**src/rtl/mem_ctrl_pkg.sv**
```systemverilog
`default_nettype none
// ============================================================================
// Module   : mem_ctrl_pkg
// Purpose  : Shared types and defaults for the image-memory access sequencer.
// Revision : 1.0 - initial release
// ============================================================================
package mem_ctrl_pkg;

    localparam int ADDR_W_DEF = 17;
    localparam int DATA_W_DEF = 8;
    localparam int CNT_W      = 4;

    typedef enum logic [2:0] {
        ST_IDLE    = 3'd0,
        ST_ISSUE   = 3'd1,
        ST_RD_WAIT = 3'd2,
        ST_CAPTURE = 3'd3,
        ST_DONE    = 3'd4
    } state_e;

    typedef logic req_id_t;

    localparam req_id_t REQ_CPU = 1'b0;
    localparam req_id_t REQ_LDR = 1'b1;

endpackage
`default_nettype wire

```
**src/rtl/mem_access_ctrl_if.sv**
```systemverilog
`default_nettype none
// ============================================================================
// Module   : mem_access_ctrl_if
// Purpose  : CPU, loader and memory-side signal bundle for mem_access_ctrl.
// Revision : 1.0 - initial release
// ============================================================================
interface mem_access_ctrl_if #(
    parameter int ADDR_W = mem_ctrl_pkg::ADDR_W_DEF,
    parameter int DATA_W = mem_ctrl_pkg::DATA_W_DEF
) ();

    logic              cpu_req;
    logic              cpu_wr;
    logic [ADDR_W-1:0] cpu_addr;
    logic [DATA_W-1:0] cpu_wdata;
    logic              cpu_ack;
    logic              mdr_sel_mem;
    logic              mdr_we_mem;

    logic              ldr_req;
    logic              ldr_wr;
    logic [ADDR_W-1:0] ldr_addr;
    logic [DATA_W-1:0] ldr_wdata;
    logic [DATA_W-1:0] ldr_rdata;
    logic              ldr_ack;

    logic              mem_en;
    logic              mem_we;
    logic [ADDR_W-1:0] mem_addr;
    logic [DATA_W-1:0] mem_wdata;
    logic [DATA_W-1:0] mem_rdata;

    logic              busy;

    modport slave (
        input  cpu_req, cpu_wr, cpu_addr, cpu_wdata,
        input  ldr_req, ldr_wr, ldr_addr, ldr_wdata,
        input  mem_rdata,
        output cpu_ack, mdr_sel_mem, mdr_we_mem,
        output ldr_rdata, ldr_ack,
        output mem_en, mem_we, mem_addr, mem_wdata,
        output busy
    );

    modport master (
        output cpu_req, cpu_wr, cpu_addr, cpu_wdata,
        output ldr_req, ldr_wr, ldr_addr, ldr_wdata,
        output mem_rdata,
        input  cpu_ack, mdr_sel_mem, mdr_we_mem,
        input  ldr_rdata, ldr_ack,
        input  mem_en, mem_we, mem_addr, mem_wdata,
        input  busy
    );

endinterface
`default_nettype wire

```
**src/rtl/mem_rr_arbiter.sv**
```systemverilog
`default_nettype none
// ============================================================================
// Module   : mem_rr_arbiter
// Purpose  : Two-input round-robin grant with last-granted register.
// Revision : 1.0 - initial release
// ============================================================================
module mem_rr_arbiter
    import mem_ctrl_pkg::*;
(
    input  wire logic clk,
    input  wire logic rst,
    input  wire logic i_en,
    input  wire logic i_req_cpu,
    input  wire logic i_req_ldr,
    input  wire logic i_update,
    input  wire logic i_done_id,
    output logic      o_valid,
    output logic      o_grant
);

    req_id_t r_last_q;
    req_id_t w_last_d;

    // On a tie the requester that was not served last wins.
    always_comb begin
        o_grant = REQ_CPU;
        if (i_req_cpu && i_req_ldr) begin
            o_grant = (r_last_q == REQ_CPU) ? REQ_LDR : REQ_CPU;
        end else if (i_req_ldr) begin
            o_grant = REQ_LDR;
        end
    end

    assign o_valid = i_en && (i_req_cpu || i_req_ldr);

    always_comb begin
        w_last_d = r_last_q;
        if (i_update) begin
            w_last_d = i_done_id;
        end
    end

    always_ff @(posedge clk) begin
        if (rst) begin
            r_last_q <= REQ_LDR;
        end else begin
            r_last_q <= w_last_d;
        end
    end

endmodule
`default_nettype wire

```
**src/rtl/mem_access_ctrl.sv**
```systemverilog
`default_nettype none
// ============================================================================
// Module   : mem_access_ctrl
// Purpose  : Sequences CPU / image-loader accesses to external image memory.
// Revision : 1.0 - initial release
// ============================================================================
module mem_access_ctrl
    import mem_ctrl_pkg::*;
#(
    parameter int MEM_LATENCY = 2,
    parameter int ADDR_W      = ADDR_W_DEF,
    parameter int DATA_W      = DATA_W_DEF
) (
    input  wire logic        clk,
    input  wire logic        rst,
    mem_access_ctrl_if.slave bus
);

    localparam logic [CNT_W-1:0] c_LAT_LOAD = CNT_W'(MEM_LATENCY - 1);
    localparam logic [CNT_W-1:0] c_CNT_ONE  = CNT_W'(1);

    state_e            r_state_q;
    state_e            w_state_d;
    req_id_t           r_grant_q;
    req_id_t           w_grant_d;
    logic              r_wr_q;
    logic              w_wr_d;
    logic [CNT_W-1:0]  r_cnt_q;
    logic [CNT_W-1:0]  w_cnt_d;
    logic [DATA_W-1:0] r_ldr_rdata_q;
    logic [DATA_W-1:0] w_ldr_rdata_d;

    logic              w_arb_valid;
    logic              w_arb_grant;
    logic              w_sel_ldr;
    logic [ADDR_W-1:0] w_addr;
    logic [DATA_W-1:0] w_wdata;

    mem_rr_arbiter u_arb (
        .clk       (clk),
        .rst       (rst),
        .i_en      (r_state_q == ST_IDLE),
        .i_req_cpu (bus.cpu_req),
        .i_req_ldr (bus.ldr_req),
        .i_update  (r_state_q == ST_DONE),
        .i_done_id (r_grant_q),
        .o_valid   (w_arb_valid),
        .o_grant   (w_arb_grant)
    );

    // IDLE parks the muxes on the CPU side.
    assign w_sel_ldr     = (r_state_q != ST_IDLE) && (r_grant_q == REQ_LDR);
    assign w_addr        = w_sel_ldr ? bus.ldr_addr  : bus.cpu_addr;
    assign w_wdata       = w_sel_ldr ? bus.ldr_wdata : bus.cpu_wdata;
    assign bus.mem_addr  = w_addr;
    assign bus.mem_wdata = w_wdata;
    assign bus.ldr_rdata = r_ldr_rdata_q;
    assign bus.busy      = (r_state_q != ST_IDLE);

    always_comb begin
        w_state_d       = r_state_q;
        w_grant_d       = r_grant_q;
        w_wr_d          = r_wr_q;
        w_cnt_d         = r_cnt_q;
        w_ldr_rdata_d   = r_ldr_rdata_q;
        bus.mem_en      = 1'b0;
        bus.mem_we      = 1'b0;
        bus.mdr_sel_mem = 1'b0;
        bus.mdr_we_mem  = 1'b0;
        bus.cpu_ack     = 1'b0;
        bus.ldr_ack     = 1'b0;

        case (r_state_q)
            ST_IDLE: begin
                if (w_arb_valid) begin
                    w_grant_d = w_arb_grant;
                    w_wr_d    = (w_arb_grant == REQ_LDR) ? bus.ldr_wr : bus.cpu_wr;
                    w_state_d = ST_ISSUE;
                end
            end
            ST_ISSUE: begin
                bus.mem_en = 1'b1;
                bus.mem_we = r_wr_q;
                if (r_wr_q) begin
                    w_state_d = ST_DONE;
                end else if (MEM_LATENCY == 1) begin
                    w_state_d = ST_CAPTURE;
                end else begin
                    w_cnt_d   = c_LAT_LOAD;
                    w_state_d = ST_RD_WAIT;
                end
            end
            ST_RD_WAIT: begin
                w_cnt_d = r_cnt_q - c_CNT_ONE;
                if (r_cnt_q == c_CNT_ONE) begin
                    w_state_d = ST_CAPTURE;
                end
            end
            ST_CAPTURE: begin
                if (r_grant_q == REQ_CPU) begin
                    bus.mdr_sel_mem = 1'b1;
                    bus.mdr_we_mem  = 1'b1;
                end else begin
                    w_ldr_rdata_d = bus.mem_rdata;
                end
                w_state_d = ST_DONE;
            end
            ST_DONE: begin
                if (r_grant_q == REQ_CPU) begin
                    bus.cpu_ack = 1'b1;
                end else begin
                    bus.ldr_ack = 1'b1;
                end
                w_state_d = ST_IDLE;
            end
            default: begin
                w_state_d = ST_IDLE;
            end
        endcase
    end

    always_ff @(posedge clk) begin
        if (rst) begin
            r_state_q     <= ST_IDLE;
            r_grant_q     <= REQ_CPU;
            r_wr_q        <= 1'b0;
            r_cnt_q       <= '0;
            r_ldr_rdata_q <= '0;
        end else begin
            r_state_q     <= w_state_d;
            r_grant_q     <= w_grant_d;
            r_wr_q        <= w_wr_d;
            r_cnt_q       <= w_cnt_d;
            r_ldr_rdata_q <= w_ldr_rdata_d;
        end
    end

endmodule
`default_nettype wire

```
**src/flat_wrapper.sv**
```systemverilog
// flat-port wrapper written by rule: the top's interface ports become plain ports
module mem_access_ctrl_flat import mem_ctrl_pkg::*;
#(
    parameter int MEM_LATENCY = 2,
    parameter int ADDR_W      = ADDR_W_DEF,
    parameter int DATA_W      = DATA_W_DEF
)
  (clk, rst, bus_cpu_req, bus_cpu_wr, bus_cpu_addr, bus_cpu_wdata, bus_ldr_req, bus_ldr_wr, bus_ldr_addr, bus_ldr_wdata, bus_mem_rdata, bus_cpu_ack, bus_mdr_sel_mem, bus_mdr_we_mem, bus_ldr_rdata, bus_ldr_ack, bus_mem_en, bus_mem_we, bus_mem_addr, bus_mem_wdata, bus_busy);
  mem_access_ctrl_if #(.ADDR_W(ADDR_W), .DATA_W(DATA_W)) bus_i ();
  input  wire logic clk;
  input  wire logic rst;
  input wire logic [$bits(bus_i.cpu_req)-1:0] bus_cpu_req;
  input wire logic [$bits(bus_i.cpu_wr)-1:0] bus_cpu_wr;
  input wire logic [$bits(bus_i.cpu_addr)-1:0] bus_cpu_addr;
  input wire logic [$bits(bus_i.cpu_wdata)-1:0] bus_cpu_wdata;
  input wire logic [$bits(bus_i.ldr_req)-1:0] bus_ldr_req;
  input wire logic [$bits(bus_i.ldr_wr)-1:0] bus_ldr_wr;
  input wire logic [$bits(bus_i.ldr_addr)-1:0] bus_ldr_addr;
  input wire logic [$bits(bus_i.ldr_wdata)-1:0] bus_ldr_wdata;
  input wire logic [$bits(bus_i.mem_rdata)-1:0] bus_mem_rdata;
  output wire logic [$bits(bus_i.cpu_ack)-1:0] bus_cpu_ack;
  output wire logic [$bits(bus_i.mdr_sel_mem)-1:0] bus_mdr_sel_mem;
  output wire logic [$bits(bus_i.mdr_we_mem)-1:0] bus_mdr_we_mem;
  output wire logic [$bits(bus_i.ldr_rdata)-1:0] bus_ldr_rdata;
  output wire logic [$bits(bus_i.ldr_ack)-1:0] bus_ldr_ack;
  output wire logic [$bits(bus_i.mem_en)-1:0] bus_mem_en;
  output wire logic [$bits(bus_i.mem_we)-1:0] bus_mem_we;
  output wire logic [$bits(bus_i.mem_addr)-1:0] bus_mem_addr;
  output wire logic [$bits(bus_i.mem_wdata)-1:0] bus_mem_wdata;
  output wire logic [$bits(bus_i.busy)-1:0] bus_busy;
  assign bus_i.cpu_req = bus_cpu_req;
  assign bus_i.cpu_wr = bus_cpu_wr;
  assign bus_i.cpu_addr = bus_cpu_addr;
  assign bus_i.cpu_wdata = bus_cpu_wdata;
  assign bus_i.ldr_req = bus_ldr_req;
  assign bus_i.ldr_wr = bus_ldr_wr;
  assign bus_i.ldr_addr = bus_ldr_addr;
  assign bus_i.ldr_wdata = bus_ldr_wdata;
  assign bus_i.mem_rdata = bus_mem_rdata;
  assign bus_cpu_ack = bus_i.cpu_ack;
  assign bus_mdr_sel_mem = bus_i.mdr_sel_mem;
  assign bus_mdr_we_mem = bus_i.mdr_we_mem;
  assign bus_ldr_rdata = bus_i.ldr_rdata;
  assign bus_ldr_ack = bus_i.ldr_ack;
  assign bus_mem_en = bus_i.mem_en;
  assign bus_mem_we = bus_i.mem_we;
  assign bus_mem_addr = bus_i.mem_addr;
  assign bus_mem_wdata = bus_i.mem_wdata;
  assign bus_busy = bus_i.busy;
  mem_access_ctrl #(.MEM_LATENCY(MEM_LATENCY), .ADDR_W(ADDR_W), .DATA_W(DATA_W)) u_core (.clk(clk), .rst(rst), .bus(bus_i));
endmodule
```
**config.mk**
```make
export PLATFORM = sky130hd
export DESIGN_NAME = mem_access_ctrl_flat
export DESIGN_NICKNAME = d
export VERILOG_FILES = /design/src/rtl/mem_ctrl_pkg.sv /design/src/rtl/mem_access_ctrl_if.sv /design/src/rtl/mem_rr_arbiter.sv /design/src/rtl/mem_access_ctrl.sv /design/src/flat_wrapper.sv
export SDC_FILE = /design/constraint.sdc
export NUM_CORES = 1
export LEC_CHECK = 0
export CORE_MARGIN = 1
export CORE_UTILIZATION = 33
export CTS_CLUSTER_DIAMETER = 30
export DETAILED_ROUTE_END_ITERATION = 8
export PLACE_DENSITY_LB_ADDON = 0.2
export SLEW_MARGIN = 20
export SYNTH_ARGS = -nofsm -noshare
export SYNTH_HDL_FRONTEND = slang
export SYNTH_SLANG_ARGS = --single-unit
```
**constraint.sdc**
```tcl
create_clock -name clk -period 4.2 [get_ports clk]
set_input_delay 0.84 -clock clk [delete_from_list [all_inputs] [get_ports clk]]
set_output_delay 0.84 -clock clk [all_outputs]
set_load 0.01 [all_outputs]
```
[Word-level counts from Yosys, hierarchy flattened]
Index checks and enable logic that the tools add are counted.
W data, S select, Z words.
Storage, ports and cells
  input bits: 64
  register bits after elaboration: 18
  output and inout bits: 40
  logic and storage cells: 45
Cells by class
  mux-type cells: 19
  reduce and logical (&&, ||, !) cells: 11
  equality and inequality tests: 8
  $add $sub $neg: 1
Operator list (number)
  $mux W17: 1
  $pmux W3 S4: 1
  $mux W1: 11
  $mux W3: 3
  $mux W8: 1
  $pmux W4 S2: 1
  $reduce_and A2 Y1: 4
  $eq A3 B2 Y1 const B: 2
  $eq A4 B1 Y1 const B: 1
  $mux W4: 1
  $ne A2 B1 Y1 const B: 2
  $sub A4 B1 Y4 const B: 1
  $eq A3 B1 Y1 const B: 1
  $eq A3 B3 Y1 const B: 1
  $logic_and A1 B1 Y1: 3
  $logic_not A3 Y1: 1
  $reduce_bool A3 Y1: 1
  $ne A2 B2 Y1 const B: 1
  $reduce_bool A2 Y1: 1
  $logic_or A1 B1 Y1: 1

[Longest topological paths before layout]
Gate-level depths: netlist of the first run.
  depth after elaboration: 4
  depth in mapped cells: 6
  depth with buffers taken out: 5

[By module]
From an unflattened synthesis of the first run, not the netlist that was laid out.
Unflattened totals
  cells, all modules: 125
  area total of the unflattened synthesis: 1266.2 um^2
By module, submodules not included
  mem_access_ctrl: area an instance 1216.2 um^2, cells each 120, seq. area each 340.3 um^2, times used 1
  mem_rr_arbiter: area an instance 50.0 um^2, cells each 5, seq. area each 20.0 um^2, times used 1

[Least setup slack after synthesis of the first run]
Ideal clock, no wire load.
  path type: register to output
  start: register u_core.r_state_q[0]
  end: output port bus_mem_addr[0]
  path slack: 1.982 ns
  cell stages (with the launch flop): 7
  required time: 3.360 ns
  data arrival time: 1.378 ns
  path buffers: 2
  cell sequence: dfxtp_1 -> buf_2 -> nor3_2 -> inv_2 -> nand2_4 -> buf_8 -> mux2_1
On the way
  longest elaborated chain between the ends: 3
Ends and longest elaborated chain
  from (decl): line mem_access_ctrl.sv:22  | state_e r_state_q;
  from (signal assigned): line mem_access_ctrl.sv:130  | r_state_q <= w_state_d;
  $reduce_bool A3 Y1
  named net bus_busy: line flat_wrapper.sv:30  | output wire logic [$bits(bus_i.busy)-1:0] bus_busy;
  $logic_and A1 B1 Y1: line mem_access_ctrl.sv:52  | assign w_sel_ldr = (r_state_q != ST_IDLE) && (r_grant_q == REQ_LDR);
  $mux W17: line mem_access_ctrl.sv:53  | assign w_addr = w_sel_ldr ? bus.ldr_addr : bus.cpu_addr;
  to (decl): line flat_wrapper.sv:28  | output wire logic [$bits(bus_i.mem_addr)-1:0] bus_mem_addr;
The timed path passes the listed nets, and every way through them passes these cells.

[Final worst setup path of the first run]
  start: register u_core.r_state_q[2]
  end: output port bus_mem_addr[16]
On the way
  longest elaborated chain between the ends: 3
Ends and longest elaborated chain (line)
  $reduce_bool A3 Y1: mem_access_ctrl.sv:52
  $logic_and A1 B1 Y1: mem_access_ctrl.sv:52
  $mux W17: mem_access_ctrl.sv:53
No other way between the ends.

==> results.json, run 1 <==
{
  "outcome": "finished, final reports clean",
  "worst_slew_margin_rel": 0.545,
  "die_area_mm2": 0.00383,
  "layout-area-overhead-vs-synth_pct": 88.7,
  "rsz0062_at_grt": "false",
  "holdBufCountCts": 0,
  "dr_total_vias": 1296,
  "worst-slew-pin-transition_ns": 0.680,
  "yosysWarnings": 0,
  "crit_type": "reg2out",
  "placementRows": 21,
  "die_w_um": 61.9,
  "arrival_ns": 2.30,
  "final_nets": 291,
  "place_congestion": 0.761,
  "ffs_w_async_s_r_synth": 0,
  "timing.clock.skew_ns": 0.00313,
  "timing.fmax_ghz": 0.319,
  "leakage_nw": 0.824,
  "yosys.cell_types.count": 39,
  "post-route-util": 0.659,
  "cts_num_sinks": 18,
  "fraction_of_the_yosys_area_taken_by_sequential_cells": 0.304,
  "dr_pass1_iterations": 4,
  "via_count_of_the_first_global_routing_pass": 1154,
  "crit_required_ns": 3.36,
  "worst_slack_ns": 1.06,
  "fin_setup_tns_ns": 0,
  "ctsLongestPathBuffers": 2,
  "ys_seq_elements": 18,
  "timing_hold_violations_final": 0,
  "via_per_inst": 4.80,
  "post_cts_setup_buffers": 0,
  "preCtsSetupSlack_ns": 1.32,
  "gr-usage-all-layers": 0.186,
  "dieHeight_um": 61.9,
  "cts-resized-gates": 0,
  "route.detailed.drc": 0,
  "ios": 104,
  "post_route_cells_drive_above_1_share": 0.0536,
  "postSynthNetCount": 193,
  "detail_route.iter0.violations": 18,
  "initial_core_utilization": 0.349,
  "place.port_buffers": 103,
  "antenna_violations_before_repair": 0,
  "clock_slew_at_reported_path_ffs_ns": 0.10,
  "mean_area_per_synthesized_cell_um2": 9.32,
  "start_kind": "flop",
  "final-setup-viol-count": 0,
  "grt_pass1_wl_um": 5310,
  "ir_worst_vdd_mv": 0.215,
  "synth_edf_count": 0,
  "syn_area_mm2": 0.00118,
  "fillers": 261,
  "syn-instance-count": 127,
  "tritoncts": "done",
  "mostFrequentLayoutCell": "clkdlybuf4s50_1",
  "cts_made_buffers": 3,
  "fin_crit_sh": 0.747,
  "grt_max_degree": 26,
  "max_cap_violations": 0,
  "synth_flop_cell": "dfxtp_1",
  "cts.htree.levels": 1,
  "detail-route-antenna-nets": 0,
  "routed_wl_um": 3750,
  "slew_violations": 0,
  "fp.coreArea_mm2": 0.00339,
  "antenna_cells": 0,
  "cts_root_buf": "clkbuf_4",
  "critPathCaptureType": "output port",
  "final_cell_mix": "clkdlybuf4s50_1 (103), mux2_1 (26), dfxtp_1 (18), nand2_1 (17), a21oi_1 (10)",
  "layout_min_cycle_time_ns": 3.14,
  "hp-class": "reg2reg",
  "post_drt_wl_per_cell_um": 13.9,
  "detailedPlacementHpwl_um": 3090,
  "insertion_delay_ns": 0.28,
  "globalRoute.totalOverflow": 0,
  "power_per_cell_area_mw_per_mm2": 240,
  "maximum_fanout_along_the_worst_path": 25
}
where the power goes:
group	switching, mW	leakage, nW	total, mW	internal, mW
Combinational	0.0820	0.657	0.224	0.142
Sequential	0.0240	0.146	0.209	0.185
Clock	0.0512	0.0210	0.104	0.0527
path summary, 6_finish.rpt:
| path | cells after the start | slack [ns] | from | end |
|---|---|---|---|---|
| worst max-delay path | 5 | 1.06 | u_core.r_state_q[2] | bus_mem_addr[16] |
| worst min-delay path | 2 | 0.47 | u_core.bus.ldr_rdata[4] | u_core.bus.ldr_rdata[4] |
| worst max register to register | 3 | 2.58 | u_core.r_state_q[1] | u_core.r_cnt_q[3] |
| worst min register to register | 2 | 0.47 | u_core.bus.ldr_rdata[4] | u_core.bus.ldr_rdata[4] |
Yosys cell counts (all sizes together), types with 3 or more instances:
cell type | instances | area share
dfxtp | 18 | 0.30
inv | 5 | 0.016
nor3b | 3 | 0.023
o21ai | 3 | 0.013
nor3 | 5 | 0.025
buf | 7 | 0.054
mux2 | 26 | 0.25
a21oi | 10 | 0.042
nor2 | 7 | 0.022
nand2 | 18 | 0.063
clkbuf | 3 | 0.0095
cells by family after synthesis:
kind of cell | count (synthesis) | share of synthesized area
simple gates | 45 | 0.233
mux | 26 | 0.247
compound gates | 20 | 0.108
flops | 18 | 0.304
buf+inv | 15 | 0.0793
fa+ha+maj | 2 | 0.0211
xor+xnor | 1 | 0.00740
stage by stage:
stage	hold slack [ns]	power [mW]	cells	area, um^2
3_3_place_gp	0.444	0.431	266	2200
5_1_grt	0.491	0.571	270	2230
3_5_place_dp	0.452	0.438	266	2200
4_1_cts	0.466	0.543	270	2230
6_report	0.467	0.537	270	2230
2_1_floorplan	0.460	0.315	127	1180
critical path: stages (launching register included):
cell and delay [ns]:
dfxtp_1 0.44, nor3_2 0.32, inv_2 0.10, nand2_4 0.28
mux2_1 0.36, clkdlybuf4s50_1 0.50
flip-flops by register name, indices dropped and copies added, names as in the netlist:
register	flops
u_core.r_cnt_q	4
u_core.r_state_q	3
u_core.u_arb.r_last_q	1
u_core.bus.ldr_rdata	8
u_core.r_grant_q	1
u_core.r_wr_q	1
area by class of cell:
type | instances | area (um^2) | area share
inverter | 5 | 18.8 | 0.00840
clock buffer | 4 | 36.3 | 0.0162
sequential | 18 | 360 | 0.161
timing repair buffer | 103 | 1030 | 0.462
multi-input combinational | 94 | 729 | 0.327
tap | 46 | 57.6 | 0.0258
layer usage:
layer / share of wire / track usage / vias to the layer above
li1: - / - / 638
met2: 0.48 / 0.333 / 56
met3: 0.088 / 0.0311 / 6
met5: 0 / 0 / -
met4: 0.013 / 0.0667 / 0
met1: 0.42 / 0.223 / 596
(Power assumes the default switching activity.)
==> run 2: changes to the inputs <==
--- a/config.mk
+++ b/config.mk
@@ -6,7 +6,7 @@
 export NUM_CORES = 1
 export LEC_CHECK = 0
 export CORE_MARGIN = 1
-export CORE_UTILIZATION = 33
+export CORE_UTILIZATION = 31
 export CTS_CLUSTER_DIAMETER = 30
 export DETAILED_ROUTE_END_ITERATION = 8
 export PLACE_DENSITY_LB_ADDON = 0.2
==> constraint.sdc (replaced) <==
create_clock -name clk -period 3.2 [get_ports clk]
set_input_delay 0.64 -clock clk [delete_from_list [all_inputs] [get_ports clk]]
set_output_delay 0.64 -clock clk [all_outputs]
set_load 0.01 [all_outputs]
==> run 2 against run 1 <==
  * Combinational power up 33%
  * Core utilization down 4.3 points
  * Global-route usage up 1.9 points
  * Largest cell class unchanged
  * Die area up 6.2%
==> results.json, run 2 (synthesis results as in run 1) <==
{
  "stdcell_count": 272,
  "final-setup-viol-count": 0,
  "arrival_ns": 2.26,
  "crit_required_ns": 2.56,
  "place_congestion": 0.807,
  "max_cap_violations": 0,
  "critPathCaptureType": "output port",
  "place.detailed.instances": 268,
  "grt_pass1_wl_um": 6470,
  "cts.htree.levels": 1,
  "fin_setup_tns_ns": 0,
  "detail-route-antenna-nets": 0,
  "post_cts_setup_buffers": 0,
  "dr_pass1_iterations": 4,
  "cts_root_buf": "clkbuf_8",
  "design_area_mm2": 0.00225,
  "routed_wl_um": 4020,
  "globalRoute.totalOverflow": 0,
  "timing.fmax_ghz": 0.345,
  "post_drt_wl_per_cell_um": 14.8,
  "preCtsSetupSlack_ns": 0.601,
  "antenna_violations_before_repair": 0,
  "power_per_cell_area_mw_per_mm2": 335,
  "mostFrequentLayoutCell": "clkdlybuf4s50_1",
  "hp-class": "reg2reg",
  "wl_met1_um": 1740,
  "route.detailed.drc": 0,
  "fp.coreArea_mm2": 0.00366,
  "cts-resized-gates": 0,
  "gr-usage-all-layers": 0.205,
  "worst_slew_margin_rel": 0.525,
  "final_nets": 291,
  "initial_core_utilization": 0.323,
  "dr_total_vias": 1308,
  "cts_num_sinks": 18,
  "layout_min_cycle_time_ns": 2.90,
  "insertion_delay_ns": 0.26,
  "ios": 104,
  "post_route_cells_drive_above_1_share": 0.0536,
  "timing_hold_violations_final": 0,
  "crit_type": "reg2out",
  "setup.reg_to_reg.worst_slack_ns": 1.58,
  "antenna_cells": 0,
  "detail_route.iter0.violations": 16,
  "tritoncts": "done",
  "leakage_nw": 0.832,
  "worst_slack_ns": 0.300,
  "start_kind": "flop",
  "die_w_um": 63.8,
  "routed-wl-met2_um": 1950,
  "fin_crit_sh": 0.906,
  "detailedPlacementHpwl_um": 3230,
  "worst-slew-pin-transition_ns": 0.710,
  "route.met3.wl_um": 275,
  "layout-area-overhead-vs-synth_pct": 90.5,
  "post-route-util": 0.616,
  "r2r_cells": 3,
  "postPlaceCellArea_mm2": 0.00220,
  "hold-worst-slack_ns": 0.462,
  "final_cell_mix": "clkdlybuf4s50_1 (103), mux2_1 (26), dfxtp_1 (18), nand2_1 (17), a21oi_1 (10)",
  "ir_worst_vdd_mv": 0.275,
  "ctsLongestPathBuffers": 2,
  "via_count_of_the_first_global_routing_pass": 1282,
  "dieHeight_um": 63.8,
  "grt_max_degree": 26,
  "max_ffs_per_register": 8,
  "whs_path_depth": 2,
  "outcome": "finished, final reports clean",
  "top_layer": "met4",
  "rsz0062_at_grt": "false",
  "slew_violations": 0,
  "placementRows": 22,
  "die_area_mm2": 0.00407,
  "holdBufCountCts": 0,
  "timing.clock.skew_ns": 0.00347,
  "maximum_fanout_along_the_worst_path": 25,
  "clock_slew_at_reported_path_ffs_ns": 0.07,
  "report.power.total_uw": 755,
  "via_per_inst": 4.81,
  "cts_made_buffers": 3,
  "place.port_buffers": 103
}
==> run 2: cell types whose count changed in the layout (fill, tap and decap cells not counted) <==
cell | before | now
clkbuf_4 | 3 | 0
clkbuf_8 | 1 | 4
==> run 2: path summary, 6_finish.rpt <==
kind                                              start                      end
worst min-delay path            u_core.bus.ldr_rdata[3]  u_core.bus.ldr_rdata[3]
worst min register to register  u_core.bus.ldr_rdata[3]  u_core.bus.ldr_rdata[3]
worst max-delay path                u_core.r_state_q[2]         bus_mem_addr[12]
worst max register to register      u_core.r_state_q[1]        u_core.r_cnt_q[3]
==> run 2: area by class of cell <==
| type | instances | area [um^2] |
|---|---|---|
| Fill cell | 317 | 1410 |
| Timing Repair Buffer | 103 | 1030 |
| Tap cell | 48 | 60.1 |
| Inverter | 5 | 18.8 |
| Clock buffer | 4 | 55.1 |
| Multi-Input combinational cell | 94 | 729 |
| Sequential cell | 18 | 360 |
==> run 2: metal layers <==
layer,track usage,vias to the layer above
met5,0,-
met4,0.0682,0
met3,0.0446,5
met2,0.352,54
met1,0.251,610
li1,-,639
==> run 2: critical path: stages (launching register included) <==
cell	delay (ns)
dfxtp_1	0.41
nor3_2	0.31
inv_2	0.10
nand2_4	0.29
mux2_1	0.37
clkdlybuf4s50_1	0.50
==> run 2: power by group <==
group          switching, mW  leakage [nW]  internal [mW]  total (mW)
clock                 0.0748        0.0288          0.109       0.184
combinational          0.109         0.657          0.187       0.297
sequential            0.0318         0.146          0.243       0.274
total                  0.216         0.832          0.539       0.755
